==> config.mk <==
export PLATFORM = sky130hd
export DESIGN_NAME = trace_record_collector
export DESIGN_NICKNAME = d
export VERILOG_FILES = /design/src/rtl/trace_record_collector.sv
export SDC_FILE = /design/constraint.sdc
export NUM_CORES = 2
export LEC_CHECK = 0
export CORE_MARGIN = 2
export CORE_UTILIZATION = 31
export CTS_CLUSTER_DIAMETER = 30
export DETAILED_ROUTE_END_ITERATION = 8
export SLEW_MARGIN = 0
export SYNTH_ARGS = -nofsm -noshare
export SYNTH_HDL_FRONTEND = slang
export SYNTH_SLANG_ARGS = --single-unit
==> constraint.sdc <==
create_clock -name clk -period 11.8 [get_ports clk]
set_input_delay 2.36 -clock clk [delete_from_list [all_inputs] [get_ports clk]]
set_output_delay 2.36 -clock clk [all_outputs]
set_load 0.05 [all_outputs]
==> src/rtl/trace_record_collector.sv <==
// Per-instruction pipeline trace collector: stamps stage entry/exit cycles into an in-order record buffer.
// Optional `TRACE_DROP_COUNT_EN adds drop_count_o, a saturating count of dropped allocations.
`ifndef DATA_WIDTH
`define DATA_WIDTH 32
`endif
`ifndef ADDR_WIDTH
`define ADDR_WIDTH 32
`endif

module trace_record_collector #(
    parameter int NUM_STAGES = 4,
    parameter int DEPTH      = 8,
    parameter int TIME_WIDTH = 32,
    parameter int DATA_WIDTH = `DATA_WIDTH,
    parameter int ADDR_WIDTH = `ADDR_WIDTH,
    localparam int REC_W = DATA_WIDTH + ADDR_WIDTH + 1 + 2 * NUM_STAGES * TIME_WIDTH,
    localparam int PTR_W = $clog2(DEPTH),
    localparam int OCC_W = PTR_W + 1
) (
    input  logic                  clk,
    input  logic                  rst,
    input  logic [NUM_STAGES-1:0] stage_start_i,
    input  logic [NUM_STAGES-1:0] stage_end_i,
    input  logic [DATA_WIDTH-1:0] instr_i,
    input  logic [ADDR_WIDTH-1:0] addr_i,
    input  logic                  pass_through_i,
    output logic                  rec_valid_o,
    input  logic                  rec_ready_i,
    output logic [REC_W-1:0]      rec_data_o,
    output logic [OCC_W-1:0]      occupancy_o,
    output logic                  overflow_o,
`ifdef TRACE_DROP_COUNT_EN
    output logic [15:0]           drop_count_o,
`endif
    output logic                  err_o
);

    logic [TIME_WIDTH-1:0] cycle_cnt;
    logic [PTR_W-1:0]      head, tail;
    logic [PTR_W-1:0]      ptr [NUM_STAGES];
    logic [NUM_STAGES-1:0] busy;
    logic [NUM_STAGES-1:0] ended [DEPTH];

    logic [DATA_WIDTH-1:0] instr_mem [DEPTH];
    logic [ADDR_WIDTH-1:0] addr_mem  [DEPTH];
    logic                  pt_mem    [DEPTH];
    logic [TIME_WIDTH-1:0] start_mem [DEPTH][NUM_STAGES];
    logic [TIME_WIDTH-1:0] end_mem   [DEPTH][NUM_STAGES];

    logic [NUM_STAGES-1:0] end_ok, start_ok;
    logic [PTR_W-1:0]      start_tgt [NUM_STAGES];
    logic                  pop, alloc, drop, full, err_ev;

    always_comb begin
        pop    = rec_valid_o && rec_ready_i;
        full   = (occupancy_o == OCC_W'(DEPTH));
        end_ok = stage_end_i & busy;
        start_ok = '0;
        start_tgt[0] = tail;
        start_ok[0]  = stage_start_i[0] && (!busy[0] || end_ok[0]);
        // A later stage may open the slot that the previous stage closes in this same cycle.
        for (int i = 1; i < NUM_STAGES; i++) begin
            start_tgt[i] = end_ok[i] ? ptr[i] + PTR_W'(1) : ptr[i];
            start_ok[i]  = stage_start_i[i] && (!busy[i] || end_ok[i]) &&
                           (ended[start_tgt[i]][i-1] || (end_ok[i-1] && ptr[i-1] == start_tgt[i]));
        end
        alloc  = start_ok[0] && (!full || pop);
        drop   = start_ok[0] && !alloc;
        err_ev = |(stage_start_i & ~start_ok) || |(stage_end_i & ~end_ok);
    end

    always_ff @(posedge clk or posedge rst) begin
        if (rst) begin
            cycle_cnt   <= '0;
            head        <= '0;
            tail        <= '0;
            busy        <= '0;
            occupancy_o <= '0;
            overflow_o  <= 1'b0;
            err_o       <= 1'b0;
            for (int i = 0; i < NUM_STAGES; i++) ptr[i] <= '0;
            for (int s = 0; s < DEPTH; s++) ended[s] <= '0;
        end else begin
            cycle_cnt   <= cycle_cnt + TIME_WIDTH'(1);
            head        <= head + PTR_W'(pop);
            tail        <= tail + PTR_W'(alloc);
            occupancy_o <= occupancy_o + OCC_W'(alloc) - OCC_W'(pop);
            overflow_o  <= overflow_o | drop;
            err_o       <= err_o | err_ev;
            if (pop) ended[head] <= '0;
            if (alloc) ended[tail] <= '0;
            for (int i = 0; i < NUM_STAGES; i++) begin
                if (end_ok[i]) begin
                    ended[ptr[i]][i] <= 1'b1;
                    ptr[i]           <= ptr[i] + PTR_W'(1);
                end
                if ((i == 0) ? alloc : start_ok[i]) busy[i] <= 1'b1;
                else if (end_ok[i])                 busy[i] <= 1'b0;
            end
        end
    end

    // Record payload: no reset needed, outputs are gated by rec_valid_o.
    always_ff @(posedge clk) begin
        if (alloc) begin
            instr_mem[start_tgt[0]]    <= instr_i;
            addr_mem[start_tgt[0]]     <= addr_i;
            pt_mem[start_tgt[0]]       <= pass_through_i;
            start_mem[start_tgt[0]][0] <= cycle_cnt;
        end
        for (int i = 0; i < NUM_STAGES; i++) begin
            if (end_ok[i]) end_mem[ptr[i]][i] <= cycle_cnt;
            if (i > 0 && start_ok[i]) start_mem[start_tgt[i]][i] <= cycle_cnt;
        end
    end

`ifdef TRACE_DROP_COUNT_EN
    always_ff @(posedge clk or posedge rst) begin
        if (rst) drop_count_o <= '0;
        else if (drop && drop_count_o != 16'hFFFF) drop_count_o <= drop_count_o + 16'd1;
    end
`endif

    assign rec_valid_o = (occupancy_o != '0) && ended[head][NUM_STAGES-1];

    always_comb begin
        rec_data_o = '0;
        if (rec_valid_o) begin
            for (int k = 0; k < NUM_STAGES; k++) begin
                rec_data_o[k*TIME_WIDTH +: TIME_WIDTH]                = end_mem[head][k];
                rec_data_o[(NUM_STAGES+k)*TIME_WIDTH +: TIME_WIDTH]   = start_mem[head][k];
            end
            rec_data_o[2*NUM_STAGES*TIME_WIDTH]                       = pt_mem[head];
            rec_data_o[2*NUM_STAGES*TIME_WIDTH+1 +: ADDR_WIDTH]       = addr_mem[head];
            rec_data_o[2*NUM_STAGES*TIME_WIDTH+1+ADDR_WIDTH +: DATA_WIDTH] = instr_mem[head];
        end
    end

endmodule

==> summary.txt <==
Status
  – Status: completed

Global routing
  – Antenna violations before repair: 25
  – All-Layer GR Usage: 0.195
  – Largest net degree at the start of global routing: 149
  – First-pass GRT wire length: 464000 µm
  – Vias in the first global route: around 60000
  – GRT overflow: 0

Power
  – P_leak: 0.0416 µW
  – Share of power burned in registers: 0.286
  – Psw: 16500 µW
  – Sw Share: 0.400
  – Tot Pwr: 41100 µW
  – Maximum vdd drop: 0.389 mV
  – P_int: roughly 25000 µW
  – Comb pwr share: 0.384
  – Clock power share: 0.331
  – PD cells: 320 nW/µm²

Critical path
  – Slowest CP cell: a211oi_1
  – Setup crit end: rec_data_o[110]
  – Reg2Reg Setup Slack: between 5 and 6 ns
  – CP Data Arrival Time: between 6 and 7 ns
  – Critical R2R Launch: head[2]$_DFF_PP0_
  – Crit-path most repeated cell: buf_4
  – Critical Path Source Type: register
  – Reg2reg path depth: 9
  – Worst setup EP type: primary output
  – CP required: 9.44 ns
  – CP Cell Sequence: buf_4 -> buf_4 -> buf_4 -> mux2_2 -> o22ai_1 -> a211oi_1 -> clkdlybuf4s50_1
  – Crit-path max cell delay: about 1 ns
  – Critical Path Start: head[1]$_DFF_PP0_
  – CP max FO: 63
  – R2r endpoint: instr_mem[5][1]$_DFFE_PP_
  – Worst setup path class: register to primary output

CTS
  – Htree depth: 5
  – CTS Buf Count: between 400 and 500
  – Setup Buffers After CTS: 0
  – Clock Latency Late Sink: 0.99 ns
  – CTS Sinks: 2660
  – Clock slew at reported path FFs: 0.05 ns
  – CTS tree: yes
  – Hold_buf cts: 0
  – Clk Tree Root Cell: clkbuf_16
  – # resized after CTS: 0
  – Clock Path Buffers: 4

Placed design
  – Placed Instances: 10277
  – Port bufs: 403
  – Place WS: 3.86 ns
  – HPWL after detailed placement: 188000 µm
  – GPL Wtd Cong: 0.822

Logic synthesis
  – Synthesized area per cell: about 18 µm²
  – Post-synth EDFFs: between 2000 and 3000
  – Synth area leaders: edfxtp_1, mux2_2, o22ai_1
  – Synth Register Bits: 2660
  – Unique masters post-synth: 71
  – Sequential fraction of the synthesis area: 0.774
  – Synth top area share: 0.752
  – Yosys warns: 0
  – Syn_nets: 5811
  – Post-synth top area cell: edfxtp_1
  – Mapped cell area: 103000 µm²
  – Ys flop type: edfxtp_1
  – Synthesized instance count: 5719
  – Synth async-reset ratio: 0.0346

Final layout
  – Proportion of layout cells with a drive suffix above 1: 0.258
  – Non-filler cells, final: 11154
  – Commonest non-fill, non-tap cell in the layout: edfxtp_1
  – Synthesis-to-finish area growth: 25.4%
  – Most frequent cells in the layout: edfxtp_1, mux2_2, clkbuf_16, o22ai_1, clkdlybuf4s50_1
  – Fin nets: 6466

Timing
  – Max Freq: 111 MHz
  – Final-report hold violation count: 0
  – Tmin final: 9.04 ns
  – Slew @ Worst Pin: 1.32 ns
  – Setup tns final: 0 ns
  – Worst clock skew: about 0.11 ns
  – Final setup violation count: 0
  – Period utilization: 0.766
  – Setup WS post-layout: 2.76 ns
  – Slew Viols, Final: 0
  – Unrepaired setup endpoints after global routing: no
  – Rel. slew slack: 0.123

Detailed routing
  – Initial DRC count: 6120
  – Total wire length: 337000 µm
  – Wire length per cell: 30.2 µm
  – Detail Route Antenna Nets: 0
  – Vias per Instance: around 5.4
  – Vias: 59933
  – Pre-Repair DR Iteration Count: 7
  – DRC Markers: 0

Job
  – Max-cap violations: 0

Floorplanning
  – Initial Utilization: 0.311
  – Row cnt: 211
  – Die H: 579 µm
  – I/O pin total: 404
  – Floorplan die width: 579 µm
  – Die ar.: 336000 µm²
  – Placeable Area: about 330000 µm²

Min path
  – Min-Delay Path Class: register to register
cell families (layout without fill, tap and decap cells):
group | after synthesis | after routing | share of synthesized area
DFF | 2660 | 2660 | 0.774
AOI/OAI and AO/OA | 1227 | 1227 | 0.0819
muxes | 789 | 789 | 0.0949
and+or+nand+nor | 558 | 558 | 0.0252
buffers and inverters | 413 | 1470 | 0.0169
xor gates and xnor gates | 56 | 56 | 0.00505
adders and majority gates | 16 | 16 | 0.00202
other | 0 | 12 | 0
worst max-delay path: cells and delay by family (launching register included):
kind	cells	cell delay, ns
buf+inv	4	3.36
compound gates	2	1.07
flops	1	0.78
mux	1	0.30
final cells by class:
cell class                      instances  area, µm²
Antenna cell                           12       30.0
Clock buffer                          503      11800
Clock inverter                        362       4350
Fill cell                           29635     201000
Inverter                               24        104
Multi-Input combinational cell       2646      22000
Sequential cell                      2660      79500
Tap cell                             4366       5460
Timing Repair Buffer                  581       5430
power groups by stage:
stage	Combinational, µW	Sequential (µW)	Clock [µW]
6_report	15800	11800	13600
3_5_place_dp	15800	11900	0
5_1_grt	16400	11800	14200
4_1_cts	15900	11800	13800
3_3_place_gp	15800	11900	0
2_1_floorplan	9590	11800	0
metrics by stage:
stage	utilization	hold slack, ns	cell area [µm²]
after floorplan	-	0.442	103000
after global placement	0.341	0.454	112000
after detailed placement	0.341	0.462	112000
after CTS	0.390	0.478	129000
after global routing	0.390	0.486	129000
final	0.390	0.479	129000
sequential cells by signal (all words and copies together), names as in the netlist:
register and count:
end_mem 1024, start_mem 1024, addr_mem 256, instr_mem 256
cycle_cnt 32, ended 32, ptr 12, pt_mem 8
busy 4, occupancy_o 4, head 3, tail 3
err_o 1, overflow_o 1
layer usage:
metal	up-vias	GRT usage	wire length, µm	share of wire
met5	-	0	77	0.00023
met1	31711	0.260	140000	0.41
li1	24861	-	-	-
met2	2748	0.312	158000	0.47
met3	601	0.0414	27300	0.081
met4	12	0.0733	12400	0.037
worst min-delay path by stage:
stage | from | to | slack (ns) | cells after the start
final | ended[13]$_DFF_PP0_ | ended[13]$_DFF_PP0_ | 0.48 | 1
after global routing | ended[29]$_DFF_PP0_ | ended[29]$_DFF_PP0_ | 0.49 | 1
after CTS | ended[28]$_DFF_PP0_ | ended[28]$_DFF_PP0_ | 0.48 | 1
after detailed placement | overflow_o$_DFF_PP0_ | overflow_o$_DFF_PP0_ | 0.46 | 1
after global placement | ended[6]$_DFF_PP0_ | ended[6]$_DFF_PP0_ | 0.45 | 1
after floorplan | ended[12]$_DFF_PP0_ | ended[12]$_DFF_PP0_ | 0.44 | 1
Yosys cell counts, types with 3 or more instances:
master	number
a211oi_1	166
a21o_1	27
a21oi_1	102
a221oi_1	46
a22oi_1	45
a2bb2oi_1	4
a31o_1	9
and2_1	4
and3_1	22
and4_1	4
buf_1	38
buf_2	104
buf_4	7
clkbuf_1	238
dfrtp_1	92
edfxtp_1	2568
ha_1	15
inv_1	20
inv_2	3
mux2_2	545
mux2i_1	152
mux4_2	92
nand2_1	145
nand2b_1	19
nand3_1	25
nand3b_1	4
nand4_1	7
nor2_1	228
nor3_1	50
nor3b_1	9
nor4b_1	21
o21ai_0	165
o21ai_2	5
o21ai_4	4
o221ai_1	190
o22ai_1	441
or2_1	3
or2_2	4
xnor2_1	35
xor2_1	19
Power figures use the tool's default switching activity.
